## src/rtl/video_timing_gen.sv

```systemverilog
`default_nettype none
// ============================================================================
// Module   : video_timing_gen
// Brief    : Runtime-programmable VGA timing generator. Four preset modes plus
//            one custom mode held in shadow registers written through a small
//            register port. Mode and timing changes take effect only at the
//            frame boundary. It also provides line/frame strobes and a frame
//            counter.
// Revision : 1.0 - initial release
// ============================================================================
module video_timing_gen #(
    parameter int H_W  = 11,
    parameter int V_W  = 10,
    parameter int FC_W = 8
) (
    input  logic            clk_i,
    input  logic            rst_ni,
    input  logic [2:0]      mode_sel_i,
    input  logic            cfg_we_i,
    input  logic [3:0]      cfg_addr_i,
    input  logic [H_W-1:0]  cfg_data_i,
    output logic            hsync_o,
    output logic            vsync_o,
    output logic            display_on_o,
    output logic [H_W-1:0]  hpos_o,
    output logic [V_W-1:0]  vpos_o,
    output logic            line_start_o,
    output logic            frame_start_o,
    output logic [FC_W-1:0] frame_count_o,
    output logic [2:0]      mode_active_o
);

    // ------------------------------------------------------------------------
    // State
    // ------------------------------------------------------------------------
    // Active timing, used by the counters and sync decode for the whole frame
    logic [H_W-1:0]  ha_q, hfp_q, hsw_q, hbp_q;
    logic            hpol_q;
    logic [V_W-1:0]  va_q, vfp_q, vsw_q, vbp_q;
    logic            vpol_q;
    logic [2:0]      mode_q;

    // Timing to be loaded at the next frame boundary
    logic [H_W-1:0]  ha_d, hfp_d, hsw_d, hbp_d;
    logic            hpol_d;
    logic [V_W-1:0]  va_d, vfp_d, vsw_d, vbp_d;
    logic            vpol_d;

    // Custom-mode shadow registers
    logic [H_W-1:0]  sh_ha_q, sh_hfp_q, sh_hsw_q, sh_hbp_q;
    logic            sh_hpol_q;
    logic [V_W-1:0]  sh_va_q, sh_vfp_q, sh_vsw_q, sh_vbp_q;
    logic            sh_vpol_q;

    // Counters and registered outputs
    logic [H_W-1:0]  hpos_q;
    logic [V_W-1:0]  vpos_q;
    logic            hsync_q;
    logic            vsync_q;
    logic [FC_W-1:0] fc_q;
    // Low only in the cycle right after reset release so strobes stay quiet
    // until the counters have actually started running
    logic            run_q;

    // ------------------------------------------------------------------------
    // Derived timing (all arithmetic wraps at the field width)
    // ------------------------------------------------------------------------
    logic [H_W-1:0]  w_hs_start, w_hs_end, w_h_max;
    logic [V_W-1:0]  w_vs_start, w_vs_end, w_v_max;
    logic            w_line_end;
    logic            w_frame_end;
    logic            w_h_in_sync;
    logic            w_v_in_sync;
    logic [2:0]      w_mode_norm;

    assign w_hs_start  = ha_q + hfp_q;
    assign w_hs_end    = w_hs_start + hsw_q - H_W'(1);
    assign w_h_max     = w_hs_end + hbp_q;
    assign w_vs_start  = va_q + vfp_q;
    assign w_vs_end    = w_vs_start + vsw_q - V_W'(1);
    assign w_v_max     = w_vs_end + vbp_q;

    assign w_line_end  = (hpos_q == w_h_max);
    assign w_frame_end = w_line_end && (vpos_q == w_v_max);

    // A zero sync width would make the window wrap; treat it as "no pulse"
    assign w_h_in_sync = (hsw_q != '0) && (hpos_q >= w_hs_start) && (hpos_q <= w_hs_end);
    assign w_v_in_sync = (vsw_q != '0) && (vpos_q >= w_vs_start) && (vpos_q <= w_vs_end);

    // Unsupported selections fall back to mode 0
    assign w_mode_norm = (mode_sel_i > 3'd4) ? 3'd0 : mode_sel_i;

    // Select the timing set that the next frame boundary will load
    always_comb begin
        ha_d   = H_W'(640);  hfp_d = H_W'(16); hsw_d = H_W'(96);  hbp_d = H_W'(48);  hpol_d = 1'b0;
        va_d   = V_W'(480);  vfp_d = V_W'(10); vsw_d = V_W'(2);   vbp_d = V_W'(33);  vpol_d = 1'b0;
        case (w_mode_norm)
            3'd1: begin
                ha_d = H_W'(768);  hfp_d = H_W'(24); hsw_d = H_W'(80);  hbp_d = H_W'(104); hpol_d = 1'b0;
                va_d = V_W'(576);  vfp_d = V_W'(1);  vsw_d = V_W'(3);   vbp_d = V_W'(17);  vpol_d = 1'b1;
            end
            3'd2: begin
                ha_d = H_W'(800);  hfp_d = H_W'(40); hsw_d = H_W'(128); hbp_d = H_W'(88);  hpol_d = 1'b1;
                va_d = V_W'(600);  vfp_d = V_W'(1);  vsw_d = V_W'(4);   vbp_d = V_W'(23);  vpol_d = 1'b1;
            end
            3'd3: begin
                ha_d = H_W'(1024); hfp_d = H_W'(24); hsw_d = H_W'(136); hbp_d = H_W'(160); hpol_d = 1'b0;
                va_d = V_W'(768);  vfp_d = V_W'(3);  vsw_d = V_W'(6);   vbp_d = V_W'(29);  vpol_d = 1'b0;
            end
            3'd4: begin
                ha_d = sh_ha_q;    hfp_d = sh_hfp_q; hsw_d = sh_hsw_q;  hbp_d = sh_hbp_q;  hpol_d = sh_hpol_q;
                va_d = sh_va_q;    vfp_d = sh_vfp_q; vsw_d = sh_vsw_q;  vbp_d = sh_vbp_q;  vpol_d = sh_vpol_q;
            end
            default: ;
        endcase
    end

    // Shadow register writes; a write in the boundary cycle lands after the
    // reload has already sampled the old shadow value
    always_ff @(posedge clk_i or negedge rst_ni) begin
        if (!rst_ni) begin
            sh_ha_q  <= H_W'(640); sh_hfp_q <= H_W'(16); sh_hsw_q <= H_W'(96); sh_hbp_q <= H_W'(48);
            sh_hpol_q <= 1'b0;
            sh_va_q  <= V_W'(480); sh_vfp_q <= V_W'(10); sh_vsw_q <= V_W'(2);  sh_vbp_q <= V_W'(33);
            sh_vpol_q <= 1'b0;
        end else if (cfg_we_i) begin
            case (cfg_addr_i)
                4'd0:    sh_ha_q   <= cfg_data_i;
                4'd1:    sh_hfp_q  <= cfg_data_i;
                4'd2:    sh_hsw_q  <= cfg_data_i;
                4'd3:    sh_hbp_q  <= cfg_data_i;
                4'd4:    sh_hpol_q <= cfg_data_i[0];
                4'd5:    sh_va_q   <= cfg_data_i[V_W-1:0];
                4'd6:    sh_vfp_q  <= cfg_data_i[V_W-1:0];
                4'd7:    sh_vsw_q  <= cfg_data_i[V_W-1:0];
                4'd8:    sh_vbp_q  <= cfg_data_i[V_W-1:0];
                4'd9:    sh_vpol_q <= cfg_data_i[0];
                default: ;
            endcase
        end
    end

    // Reload active timing and reported mode only at the frame boundary
    always_ff @(posedge clk_i or negedge rst_ni) begin
        if (!rst_ni) begin
            ha_q   <= H_W'(640); hfp_q <= H_W'(16); hsw_q <= H_W'(96); hbp_q <= H_W'(48);
            hpol_q <= 1'b0;
            va_q   <= V_W'(480); vfp_q <= V_W'(10); vsw_q <= V_W'(2);  vbp_q <= V_W'(33);
            vpol_q <= 1'b0;
            mode_q <= 3'd0;
        end else if (w_frame_end) begin
            ha_q   <= ha_d;   hfp_q <= hfp_d; hsw_q <= hsw_d; hbp_q <= hbp_d;
            hpol_q <= hpol_d;
            va_q   <= va_d;   vfp_q <= vfp_d; vsw_q <= vsw_d; vbp_q <= vbp_d;
            vpol_q <= vpol_d;
            mode_q <= w_mode_norm;
        end
    end

    // Horizontal and vertical beam counters
    always_ff @(posedge clk_i or negedge rst_ni) begin
        if (!rst_ni) begin
            hpos_q <= '0;
            vpos_q <= '0;
        end else if (w_line_end) begin
            hpos_q <= '0;
            vpos_q <= (vpos_q == w_v_max) ? '0 : vpos_q + V_W'(1);
        end else begin
            hpos_q <= hpos_q + H_W'(1);
        end
    end

    // Sync outputs registered from the current counters (one cycle behind)
    always_ff @(posedge clk_i or negedge rst_ni) begin
        if (!rst_ni) begin
            hsync_q <= 1'b1;
            vsync_q <= 1'b1;
        end else begin
            hsync_q <= w_h_in_sync ? hpol_q : ~hpol_q;
            vsync_q <= w_v_in_sync ? vpol_q : ~vpol_q;
        end
    end

    // Completed-frame counter, wraps naturally
    always_ff @(posedge clk_i or negedge rst_ni) begin
        if (!rst_ni) begin
            fc_q <= '0;
        end else if (w_frame_end) begin
            fc_q <= fc_q + FC_W'(1);
        end
    end

    // Strobe enable, set on the first clock after reset release
    always_ff @(posedge clk_i or negedge rst_ni) begin
        if (!rst_ni) begin
            run_q <= 1'b0;
        end else begin
            run_q <= 1'b1;
        end
    end

    // ------------------------------------------------------------------------
    // Outputs
    // ------------------------------------------------------------------------
    assign hsync_o       = hsync_q;
    assign vsync_o       = vsync_q;
    assign display_on_o  = (hpos_q < ha_q) && (vpos_q < va_q);
    assign hpos_o        = hpos_q;
    assign vpos_o        = vpos_q;
    assign line_start_o  = run_q && (hpos_q == '0);
    assign frame_start_o = run_q && (hpos_q == '0) && (vpos_q == '0);
    assign frame_count_o = fc_q;
    assign mode_active_o = mode_q;

endmodule
`default_nettype wire

```

## config.mk

```make
export PLATFORM = sky130hd
export DESIGN_NAME = video_timing_gen
export DESIGN_NICKNAME = d
export VERILOG_FILES = /design/src/rtl/video_timing_gen.sv
export SDC_FILE = /design/constraint.sdc
export NUM_CORES = 1
export LEC_CHECK = 0
export BUFFER_PORTS_ARGS = -buffer_cell sky130_fd_sc_hd__buf_2
export CAP_MARGIN = 20
export CORE_MARGIN = 3
export CORE_UTILIZATION = 60
export CTS_BUF_LIST = sky130_fd_sc_hd__clkbuf_16
export DETAILED_ROUTE_END_ITERATION = 7
export PLACE_DENSITY = 0.78
export RECOVER_POWER = 100
export SYNTH_ARGS = -nofsm -noshare
export SYNTH_HDL_FRONTEND = slang
export SYNTH_SLANG_ARGS = --single-unit
```

## constraint.sdc

```tcl
create_clock -name clk_i -period 9.7 [get_ports clk_i]
set_clock_uncertainty 0.2 [all_clocks]
set_input_delay 0.97 -clock clk_i [delete_from_list [all_inputs] [get_ports clk_i]]
set_output_delay 0.97 -clock clk_i [all_outputs]
set_load 0.01 [all_outputs]
```

# After elaboration in Yosys (flattened, before gate mapping)
# Cells that the tools add are included.
dict set report word_totals {
  regBits 207
  inputBits 21
  output_inout_bits 37
  word_cells 102
}
dict set report classes {
  add_sub_neg 11
  order_cmp 7
  eq_ne 15
  muxes 15
  bitwise_logic 2
  reduce_logical 25
}
# operator count
set op_table {}
lappend op_table {{11-bit case mux with 4 select lines} 3}
lappend op_table {{10-bit case mux with 4 select lines} 3}
lappend op_table {{11-bit adder} 3}
lappend op_table {{11-bit case mux with 3 select lines} 1}
lappend op_table {{10-bit adder} 3}
lappend op_table {{10-bit case mux with 3 select lines} 1}
lappend op_table {{2-bit AND reduction} 10}
lappend op_table {{4-bit by 3-bit == test with 1-bit output, second input constant} 4}
lappend op_table {{11-bit by 1-bit adder with 11-bit output, second input constant} 1}
lappend op_table {{11-bit == test} 1}
lappend op_table {{11-bit >= comparator} 1}
lappend op_table {{11-bit <= comparator} 1}
lappend op_table {{11-bit zero test} 1}
lappend op_table {{11-bit < comparator} 1}
lappend op_table {{11-bit two-way mux} 1}
lappend op_table {{11-bit nonzero test} 1}
lappend op_table {{11-bit by 1-bit subtractor with 11-bit output, second input constant} 1}
lappend op_table {{10-bit by 1-bit adder with 10-bit output, second input constant} 1}
lappend op_table {{10-bit == test} 1}
lappend op_table {{10-bit >= comparator} 1}
lappend op_table {{10-bit <= comparator} 1}
lappend op_table {{10-bit zero test} 1}
lappend op_table {{10-bit < comparator} 1}
lappend op_table {{10-bit two-way mux} 1}
lappend op_table {{other kinds (17)} 31}

# Logic depth before layout (Yosys ltp)
# Gate-level depths: netlist of run 1.
dict set report logic_depth {
  word_depth 6
  mapped_depth 28
  depth_no_buf 26
}

# Least setup slack after synthesis of run 1
# No wires, ideal clock.
dict set report synth_path {
  kind {register to register}
  from {register ha_q[0]}
  to {register ha_q[5]}
  setup_ns 0.083
  arrival_time_ns 5.034
  required_ns 9.417
  setup_slack_ns 4.383
  path_stages_with_launch 27
  n_path_buf 2
  synth_period_minus_slack_ns 5.317
  path_cell_list {dfrtp_1 > ha_1 > fa_1 > inv_1 > ha_1 > inv_1 > ha_1 > inv_1 > fa_1 > nor2b_1 > o21ai_0 > nand2b_1 > a21o_1 > a21o_1 > xor2_1 > ha_1 > a21oi_1 > nand2_1 > o21ai_1 > xnor2_1 > nand4b_1 > nor4_1 > o22ai_2 > buf_6 > buf_6 > or3_1 > o21ai_0}
}
dict set report synth_between {
  elab_chain_len 6
}
# element line_no
set synth_rtl {}
lappend synth_rtl {{start, declared} 37} ;# logic [H_W-1:0] ha_q, hfp_q, hsw_q, hbp_q;
lappend synth_rtl {{start signal, assigned} 146} ;# ha_q <= H_W'(640); hfp_q <= H_W'(16); hsw_q <= H_W'(96); hbp_q <= H_W'(48);
lappend synth_rtl {{start signal, assigned} 152} ;# ha_q <= ha_d; hfp_q <= hfp_d; hsw_q <= hsw_d; hbp_q <= hbp_d;
lappend synth_rtl {{11-bit adder} 76} ;# assign w_hs_start = ha_q + hfp_q;
lappend synth_rtl {{11-bit adder} 77} ;# assign w_hs_end = w_hs_start + hsw_q - H_W'(1);
lappend synth_rtl {{11-bit by 1-bit subtractor with 11-bit output} 77}
lappend synth_rtl {{11-bit adder} 78} ;# assign w_h_max = w_hs_end + hbp_q;
lappend synth_rtl {{11-bit == test} 83} ;# assign w_line_end = (hpos_q == w_h_max);
lappend synth_rtl {{1-bit logical AND} 84} ;# assign w_frame_end = w_line_end && (vpos_q == w_v_max);
# No other way between the ends.
# A chain may end at the register's enable or synchronous reset.

# Worst setup path after layout of run 1
dict set report layout_path {
  from {register ha_q[1]}
  to {register hbp_q[3]}
}
dict set report layout_between {
  elab_chain_len 6
}
# element line_no
set layout_rtl {}
lappend layout_rtl {{11-bit adder} 76}
lappend layout_rtl {{11-bit adder} 77}
lappend layout_rtl {{11-bit by 1-bit subtractor with 11-bit output} 77}
lappend layout_rtl {{11-bit adder} 78}
lappend layout_rtl {{11-bit == test} 83}
lappend layout_rtl {{1-bit logical AND} 84}
lappend layout_rtl {{end signal, assigned} 146}
lappend layout_rtl {{end signal, assigned} 152}
lappend layout_rtl {{end, declared} 37}
# No other way between the ends.

==> flow_summary.json, run 1 <==
{
  "num-nets-final": 1579,
  "die_w_um": 155,
  "area_growth_pct": 7.73,
  "grt_pass1_vias": 9919,
  "io_pins": 58,
  "clock-sinks": 207,
  "cts_tree": "yes",
  "syn-num-nets": 1533,
  "track_usage_pct": 26.9,
  "setup_viol_count_final": 0,
  "synth-edff-count": 0,
  "hold_start": "frame_count_o[7]",
  "syn-mean-instance-area_um2": 9.70,
  "first_pass_iters": 5,
  "vdd_drop_max_mv": 0.101,
  "core_area_um2": 21400,
  "remaining_drc_errors": 0,
  "r2r-end": "hbp_q[3]",
  "worstReg2RegStart": "ha_q[1]",
  "reg2regPathDepth": 23,
  "required_ns": 9.91,
  "yosysWarnings": 0,
  "power_frac_comb_pct": 12.5,
  "crit_path_start_kind": "flip-flop",
  "cts_buffers": 23,
  "synth.top_cell.area_share_pct": 32.6,
  "drv_slew": 225,
  "antennaDiodeCount": 0,
  "synthDistinctLibCells": 73,
  "power_frac_seq_pct": 49.5,
  "hp-class": "reg -> reg",
  "outcome": "finished, violations left",
  "violations": "max-capacitance violations, max-slew violations",
  "layout_min_cycle_time_ns": 7.18,
  "swShare_pct": 27.1,
  "timing.reg2reg.setup_slack_ns": 2.52,
  "root_buffer": "clkbuf_16",
  "seq_area_frac_synth_pct": 39.3,
  "start_util_pct": 62.0,
  "async_reset_ff_share_pct": 100,
  "dp_hpwl_mm": 23.1,
  "dieArea_um2": 24000,
  "p_int_mw": 1.53,
  "clock_latency_ns": 0.53,
  "min_to": "frame_count_o[7]",
  "power.density_nw_per_um2": 147,
  "overflow": 0,
  "clk_pin_slew_ns": 0.06,
  "tightest_slew_ns": 4.56,
  "placed_cell_area_um2": 13800,
  "drtIter0Drc": 636,
  "netlist_top_cells_area": "dfrtp_1 (33%), ha_1 (13%), mux2_2 (7.7%), dfstp_2 (6.7%), nand2_1 (4.3%)",
  "port_buffers": 57,
  "vias": 10200,
  "hold_violations": 0,
  "cts_max_level": 1,
  "gp_congestion": 0.873,
  "criticalPathCategory": "reg -> reg",
  "arrival_ns": 7.39,
  "route.detailed.wl_per_inst_um": 18.8,
  "rsz0062_at_grt": "no",
  "ant_nets": 0,
  "timing.hold.ws_ns": 0.272,
  "drv_cap": 4,
  "die_h_um": 155,
  "tns_ns": 0,
  "drive_above_1_share_pct": 13.2,
  "rows": 53,
  "grt_max_degree": 131,
  "drt_wl_total_mm": 32.1,
  "cts_resized": 0,
  "synth_seq_cells": 207,
  "synth_largest_area_cell": "dfrtp_1",
  "syn_inst": 1369,
  "period_share_pct": 74.0,
  "final_cell_mix": "dfrtp_1 (173), nand2_1 (153), ha_1 (137), inv_1 (125), o21ai_0 (116)",
  "postCtsSetupRepairBufs": 0,
  "clkPwrFrac_pct": 38.0,
  "ys_dominant_reg_cell": "dfrtp_1",
  "grt_first_pass_wirelength_mm": 51.7,
  "switchingPower_uw": 568,
  "layout_commonest_cell": "dfrtp_1",
  "crit_path_end_kind": "flip-flop",
  "cp_max_fo": 84,
  "postCtsHoldBufs": 0,
  "viasPerCell": 5.96,
  "grt_antenna_before_repair": 0,
  "clockBufferDepth": 3,
  "final_cell_area_um2": 14300,
  "max_slew_margin_pct": -204,
  "max_freq_ghz": 0.139,
  "power.leakage_nw": 7.15,
  "hold_depth": 1,
  "synth_area_um2": 13300
}
-- flip-flops by register name (all words and copies together), names as in the netlist, 3 cells and up --
signal	count
sh_hbp_q	11
vfp_q	10
hsw_q	11
sh_vfp_q	10
va_q	10
vsw_q	10
frame_count_o	8
mode_active_o	3
ha_q	11
sh_va_q	10
sh_hsw_q	11
vbp_q	10
hpos_o	11
sh_vsw_q	10
hfp_q	11
hbp_q	11
sh_ha_q	11
sh_vbp_q	10
vpos_o	10
sh_hfp_q	11
-- how the worst max path moves through the flow --
stage,from,to,slack (ns),depth (start not counted)
finish,ha_q[1],hbp_q[3],2.52,23
global route,va_q[0],hbp_q[3],1.87,24
detailed placement,ha_q[0],hbp_q[3],3.45,24
CTS,ha_q[1],hbp_q[3],3.38,24
global placement,ha_q[0],hbp_q[3],3.61,24
floorplan,ha_q[0],ha_q[5],4.38,26
-- synthesized netlist by cell type (24+ instances only) --
library cell,number
nand2_1,153
inv_1,119
nor2_1,65
xnor2_1,49
dfrtp_1,173
xor2_1,35
o21ai_0,112
clkbuf_1,24
dfstp_2,34
ha_1,137
a21oi_1,65
mux2_2,91
a21o_1,33
-- per-stage QoR --
step           std cells  utilization [%]  setup WS (ns)  total power, mW
2_1_floorplan       1369                -           4.38             1.22
3_3_place_gp        1663             64.2           3.61             1.30
3_5_place_dp        1663             64.2           3.45             1.32
4_1_cts             1705             67.4           3.38             2.11
5_1_grt             1707             66.8           1.87             2.19
6_report            1707             66.8           2.52             2.10
-- layout make-up --
cell class,count,area [um^2]
timing repair buffer,65,277
clock inverter,19,106
sequential,207,5220
tap,275,344
inverter,119,447
clock buffer,23,576
fill,1737,7110
multi-input combinational,999,7340
-- worst max-delay path, stage by stage, from the launching register on --
cell and delay, ns:
dfrtp_1 0.42, ha_1 0.31, a21o_1 0.16, a21oi_1 0.22
o21bai_1 0.09, a21oi_1 0.23, o21bai_1 0.11, a21oi_1 0.24
xnor2_1 0.13, ha_1 0.29, inv_1 0.04, ha_1 0.32
o21ai_0 0.11, o21bai_1 0.21, o21a_1 0.19, xor2_1 0.19
ha_1 0.30, or4_1 0.51, o311ai_0 0.17, a211oi_1 0.14
and4b_1 0.23, o22ai_1 0.61, clkbuf_2 1.18, mux2_2 0.43
-- power by group through the flow --
stage / clock network, mW / registers [mW] / logic, mW
after detailed placement: 0 / 1.05 / 0.266
after global routing: 0.844 / 1.05 / 0.295
after floorplan: 0 / 1.03 / 0.189
final: 0.797 / 1.04 / 0.263
after global placement: 0 / 1.04 / 0.257
after CTS: 0.809 / 1.04 / 0.269
-- metal layers --
metal / vias up / routed length, um / track usage [%]
li1: 4879 / - / -
met4: 0 / 852 / 7.65
met2: 301 / 14100 / 41.5
met1: 4933 / 14900 / 39.4
met5: - / 0 / 0
met3: 56 / 2240 / 4.64
-- logic make-up (layout without fill, tap and decap cells) --
| logic type | Yosys count | in the layout | synth area share [%] |
|---|---|---|---|
| XOR/XNOR | 86 | 86 | 5.92 |
| adder cells (fa/ha/maj) | 144 | 144 | 13.9 |
| AO/OA/AOI/OAI | 311 | 311 | 14.8 |
| other | 1 | 1 | 0.0282 |
| multiplexers | 93 | 93 | 7.86 |
| buffers and inverters | 163 | 226 | 5.04 |
| flip-flops | 207 | 207 | 39.3 |
| AND/OR/NAND/NOR | 364 | 364 | 13.2 |
Note: power is estimated with default switching activity, not from simulation.
==> inputs of run 2 (changes only) <==
==> constraint.sdc (replaced) <==
create_clock -name clk_i -period 6.7 [get_ports clk_i]
set_clock_uncertainty 0.2 [all_clocks]
set_input_delay 0.67 -clock clk_i [delete_from_list [all_inputs] [get_ports clk_i]]
set_output_delay 0.67 -clock clk_i [all_outputs]
set_load 0.01 [all_outputs]
==> flow_summary.json, run 2 (synthesis gave the netlist of run 1 again) <==
{
  "postCtsSetupRepairBufs": 0,
  "start_util_pct": 62.0,
  "timing.reg2reg.setup_slack_ns": 0.41,
  "vias": 10200,
  "route.detailed.wl_per_inst_um": 18.7,
  "drv_slew": 156,
  "period_share_pct": 93.8,
  "hp-class": "in -> reg",
  "tightest_slew_ns": 4.59,
  "final_cell_mix": "dfrtp_1 (173), nand2_1 (153), ha_1 (137), inv_1 (131), o21ai_0 (113)",
  "clockBufferDepth": 3,
  "arrival_ns": 6.47,
  "cts_resized": 0,
  "clock-sinks": 207,
  "num-nets-final": 1581,
  "core_area_um2": 21400,
  "remaining_drc_errors": 0,
  "criticalPathCategory": "reg -> reg",
  "worstReg2RegStart": "va_q[0]",
  "utilization_pct": 67.2,
  "setup_ws_ns": 0.413,
  "drtIter0Drc": 702,
  "grt_pass1_vias": 9959,
  "topRoutingLayerUsed": "met4",
  "power.density_nw_per_um2": 217,
  "drv_cap": 2,
  "grt_first_pass_wirelength_mm": 51.6,
  "startpoint": "va_q[0]",
  "grt_antenna_before_repair": 0,
  "antennaDiodeCount": 0,
  "placed_cells": 1667,
  "viasPerCell": 5.96,
  "cts_tree": "yes",
  "rows": 53,
  "rsz0062_at_grt": "no",
  "max_slew_margin_pct": -206,
  "track_usage_pct": 26.6,
  "port_buffers": 57,
  "first_pass_iters": 5,
  "drive_above_1_share_pct": 13.4,
  "grt_max_degree": 113,
  "area_growth_pct": 8.31,
  "wl_met1_mm": 14.7,
  "dp_slack_ns": 0.656,
  "io_pins": 58,
  "dr_wl_met3_mm": 2.19,
  "fillers": 1709,
  "final_cell_area_um2": 14400,
  "hold_violations": 0,
  "outcome": "finished, violations left",
  "layout_commonest_cell": "dfrtp_1",
  "cts_max_level": 1,
  "setup_viol_count_final": 0,
  "violations": "max-capacitance violations, max-slew violations",
  "max_freq_ghz": 0.159,
  "cp_max_fo": 112,
  "dp_hpwl_mm": 23.4,
  "clk_pin_slew_ns": 0.06,
  "clock_latency_ns": 0.53,
  "drt_wl_total_mm": 32.0,
  "power.leakage_nw": 7.22,
  "overflow": 0,
  "dieArea_um2": 24000,
  "tns_ns": 0,
  "finalNonFillerCells": 1709,
  "layout_min_cycle_time_ns": 6.29,
  "cts_buffers": 23,
  "wl_met2_mm": 14.0,
  "die_h_um": 155,
  "ant_nets": 0,
  "required_ns": 6.88,
  "die_w_um": 155,
  "vdd_drop_max_mv": 0.184,
  "critPathCapture": "va_q[1]",
  "gp_congestion": 0.867,
  "crit_path_end_kind": "flip-flop",
  "timing.hold.ws_ns": 0.233,
  "postCtsHoldBufs": 0,
  "r2r-end": "va_q[1]",
  "placed_cell_area_um2": 13800,
  "crit_path_start_kind": "flip-flop",
  "p_total_mw": 3.12,
  "root_buffer": "clkbuf_16",
  "reg2regPathDepth": 24
}
-- run 2: cell types whose count changed in the layout (fill, tap and decap cells not counted), sizes merged --
cell,previous run,this run
inv,127,133
bufinv,0,2
clkbuf,69,71
clkinvlp,2,0
clkinv,9,3
-- run 2: area by class of cell --
class / count / area (um^2) / share of cell area (%)
Clock buffer: 23 / 576 / 4.00
Timing Repair Buffer: 67 / 303 / 2.10
Tap cell: 275 / 344 / 2.39
Inverter: 119 / 447 / 3.10
Multi-Input combinational cell: 999 / 7350 / 51.1
Sequential cell: 207 / 5220 / 36.3
Clock inverter: 19 / 150 / 1.04
-- run 2: critical path: stages (launching register included) --
cell and delay (ns):
dfrtp_1 0.42, ha_1 0.26, fa_1 0.41, a21o_1 0.17, a21oi_1 0.21, o21bai_1 0.09, a21oi_1 0.22, o21bai_1 0.09
a21oi_1 0.19, xor2_1 0.26, ha_1 0.28, inv_1 0.06, ha_1 0.24, xnor2_1 0.25, ha_1 0.33, and2_1 0.16
o21ai_0 0.13, o311ai_0 0.14, nor3b_1 0.35, nor2b_1 0.11, and4_1 0.27, o22ai_1 0.24, buf_12 0.38, clkbuf_1 0.42
o21ai_0 0.18
-- run 2: where the power goes --
part / total, mW / leakage [nW] / switching, mW / internal, mW
clock: 1.23 / 0.397 / 0.522 / 0.704
combinational: 0.383 / 4.54 / 0.200 / 0.184
sequential: 1.51 / 2.28 / 0.104 / 1.40
total: 3.12 / 7.22 / 0.826 / 2.29
-- run 2: worst min path at each step --
| stage | depth (start not counted) | end | slack [ns] | startpoint |
|---|---|---|---|---|
| detailed placement | 2 | hfp_q[4] | 0.26 | hfp_q[4] |
| finish | 2 | sh_hbp_q[10] | 0.23 | cfg_data_i[10] |
| global placement | 1 | frame_count_o[7] | 0.25 | frame_count_o[7] |
| CTS | 1 | hbp_q[2] | 0.01 | rst_ni |
| floorplan | 0 | frame_count_o[0] | 0.17 | rst_ni |
| global route | 2 | sh_hsw_q[10] | 0.24 | cfg_data_i[10] |
-- run 2: routing by layer --
layer / up-vias / track usage, %
met5: - / 0
met4: 0 / 7.57
met3: 68 / 4.48
met2: 324 / 41.3
met1: 4907 / 38.8
li1: 4884 / -
==> inputs of run 3 (changes only) <==
--- a/config.mk
+++ b/config.mk
@@ -5,13 +5,14 @@
 export SDC_FILE = /design/constraint.sdc
 export NUM_CORES = 1
 export LEC_CHECK = 0
+export ABC_AREA = 1
 export BUFFER_PORTS_ARGS = -buffer_cell sky130_fd_sc_hd__buf_2
 export CAP_MARGIN = 20
 export CORE_MARGIN = 3
-export CORE_UTILIZATION = 60
+export CORE_UTILIZATION = 57
 export CTS_BUF_LIST = sky130_fd_sc_hd__clkbuf_16
 export DETAILED_ROUTE_END_ITERATION = 7
-export PLACE_DENSITY = 0.78
+export PLACE_DENSITY = 0.77
 export RECOVER_POWER = 100
 export SYNTH_ARGS = -nofsm -noshare
 export SYNTH_HDL_FRONTEND = slang
==> constraint.sdc (replaced) <==
create_clock -name clk_i -period 5.4 [get_ports clk_i]
set_clock_uncertainty 0.2 [all_clocks]
set_input_delay 0.54 -clock clk_i [delete_from_list [all_inputs] [get_ports clk_i]]
set_output_delay 0.54 -clock clk_i [all_outputs]
set_load 0.01 [all_outputs]
==> flow_summary.json, run 3 <==
{
  "outcome": "finished, violations left",
  "violations": "max-capacitance violations, max-slew violations, negative setup slack",
  "criticalPathCategory": "reg -> reg",
  "yosys-top-cells-count": "nand2_1 (469), inv_1 (240), o21ai_0 (184)",
  "track_usage_pct": 26.9,
  "yosysWarnings": 0,
  "core_area_um2": 23600,
  "hold_violations": 0,
  "setup_ws_ns": -0.0607,
  "grt_pass1_vias": 11500,
  "drv_cap": 2,
  "cts_tree": "yes",
  "ant_nets": 0,
  "gp_congestion": 0.932,
  "power.density_nw_per_um2": 270,
  "route.detailed.wl_per_inst_um": 17.2,
  "reg2regPathDepth": 31,
  "cts_max_level": 1,
  "postCtsHoldBufs": 0,
  "root_buffer": "clkbuf_16",
  "synthDistinctLibCells": 48,
  "layout_min_cycle_time_ns": 5.46,
  "synth-edff-count": 0,
  "layout_commonest_cell": "nand2_1",
  "drv_slew": 210,
  "clock-sinks": 207,
  "timing.reg2reg.setup_slack_ns": -0.06,
  "clockBufferDepth": 3,
  "vdd_drop_max_mv": 0.192,
  "area_growth_pct": 16.3,
  "syn-num-nets": 1979,
  "final_cell_area_um2": 16000,
  "grt_max_degree": 122,
  "min_to": "sh_va_q[9]",
  "tightest_slew_ns": 3.00,
  "antennaDiodeCount": 0,
  "utilization_pct": 67.7,
  "die_w_um": 161,
  "die_h_um": 161,
  "synth.top_cell.area_share_pct": 31.5,
  "crit_path_top_delay_cell": "dfrtp_2",
  "synth_seq_cells": 207,
  "arrival_ns": 5.71,
  "clock_latency_ns": 0.53,
  "port_buffers": 57,
  "hold_start": "cfg_data_i[9]",
  "num-nets-final": 2067,
  "first_pass_iters": 5,
  "start_util_pct": 58.3,
  "drt_wl_total_mm": 38.6,
  "p_total_mw": 4.32,
  "yosysMostFrequentCell": "nand2_1",
  "vias": 12600,
  "overflow": 0,
  "cts_buffers": 24,
  "io_pins": 58,
  "power.leakage_nw": 7.74,
  "r2r-end": "vsw_q[0]",
  "placed_cell_area_um2": 14400,
  "drive_above_1_share_pct": 12.6,
  "max_freq_ghz": 0.183,
  "rsz0062_at_grt": "yes",
  "slowest_delay_ns": 0.45,
  "worstReg2RegStart": "va_q[2]",
  "synth_area_um2": 13800,
  "clk_pin_slew_ns": 0.06,
  "setup_viol_count_final": 22,
  "ys_dominant_reg_cell": "dfrtp_1",
  "viasPerCell": 5.62,
  "hp-class": "in -> reg",
  "crit_path_frequent_cell": "nand2_1",
  "grt_antenna_before_repair": 0,
  "remaining_drc_errors": 0,
  "drtIter0Drc": 1271,
  "async_reset_ff_share_pct": 100,
  "syn_inst": 1815,
  "crit_path_start_kind": "flip-flop",
  "rows": 56,
  "fillers": 1925,
  "cp_max_fo": 6,
  "required_ns": 5.65,
  "final_cell_mix": "nand2_1 (463), inv_1 (242), o21ai_0 (176), dfrtp_1 (172), nor2_1 (127)",
  "crit_path_end_kind": "flip-flop",
  "dp_hpwl_mm": 25.6,
  "seq_area_frac_synth_pct": 38.0,
  "grt_first_pass_wirelength_mm": 57.5,
  "netlist_top_cells_area": "dfrtp_1 (31%), nand2_1 (13%), ha_1 (12%), o21ai_0 (6.7%), inv_1 (6.5%)",
  "synth_largest_area_cell": "dfrtp_1",
  "syn-mean-instance-area_um2": 7.58,
  "dieArea_um2": 26000,
  "period_share_pct": 101,
  "hold_depth": 3,
  "max_slew_margin_pct": -100
}
## run 3: where the power goes
group	switching [mW]	internal, mW
clock	0.663	0.953
combinational	0.521	0.316
sequential	0.138	1.73
total	1.32	3.00
## run 3: what timing repair did
action	4_1_cts	5_1_grt
hold endpoints to repair	0	0
gates cloned	0	8
buffers inserted	1	25
pin swaps	2	56
endpoints found under the setup margin	64	119
resized for setup	6	94
## run 3: metrics by stage
stage | setup WS (ns) | setup TNS, ns | hold slack, ns | std cells
6_report | -0.0607 | -0.388 | 0.0420 | 2240
3_5_place_dp | -0.0811 | -2.15 | 0.270 | 2161
4_1_cts | 0.00377 | 0 | 0.0119 | 2206
2_1_floorplan | 0.294 | 0 | 0.0444 | 1815
5_1_grt | -0.400 | -21.75 | 0.0619 | 2240
3_3_place_gp | 0.0922 | 0 | 0.255 | 2161
## run 3: logic make-up after synthesis
| family | Yosys count | share of synthesized area, % |
|---|---|---|
| other | 1 | 0.0273 |
| buffers and inverters | 303 | 8.98 |
| flip-flops | 207 | 38.0 |
| XOR/XNOR | 54 | 3.44 |
| AO/OA/AOI/OAI | 298 | 11.5 |
| adder cells (fa/ha/maj) | 143 | 13.3 |
| AND/OR/NAND/NOR | 809 | 24.7 |
## run 3: per-layer routing
| layer | vias to the layer above | GRT usage [%] | share of wire, % |
|---|---|---|---|
| met3 | 79 | 4.28 | 8.0 |
| met1 | 5962 | 39.5 | 44 |
| li1 | 6050 | - | - |
| met2 | 493 | 42.7 | 46 |
| met5 | - | 0 | 0 |
| met4 | 0 | 5.08 | 2.2 |
## run 3: worst max path at each step
| stage | slack [ns] | to | cells after the start | from |
|---|---|---|---|---|
| after floorplan | 0.29 | vbp_q[9] | 29 | ha_q[0] |
| after global placement | 0.09 | vbp_q[1] | 29 | ha_q[0] |
| after detailed placement | -0.08 | hbp_q[10] | 29 | ha_q[0] |
| after CTS | 0.004 | hbp_q[10] | 29 | ha_q[0] |
| after global routing | -0.40 | vsw_q[8] | 26 | hfp_q[1] |
| final | -0.06 | vsw_q[0] | 31 | va_q[2] |
## run 3: critical path: cells and delay by family, from the launching register on
kind,cells,cell delay (ns)
adders and majority gates,4,1.08
xor gates and xnor gates,2,0.49
and+or+nand+nor,14,1.58
buffers and inverters,5,0.60
DFF,1,0.45
AOI/OAI and AO/OA,6,0.96
## run 3: area by class of cell
type,instances,area (um^2),area share [%]
Multi-Input combinational cell,1305,7740,48.4
Sequential cell,207,5220,32.7
Timing Repair Buffer,120,926,5.79
Inverter,245,920,5.75
Clock buffer,24,601,3.75
Tap cell,319,399,2.50
Clock inverter,20,180,1.13
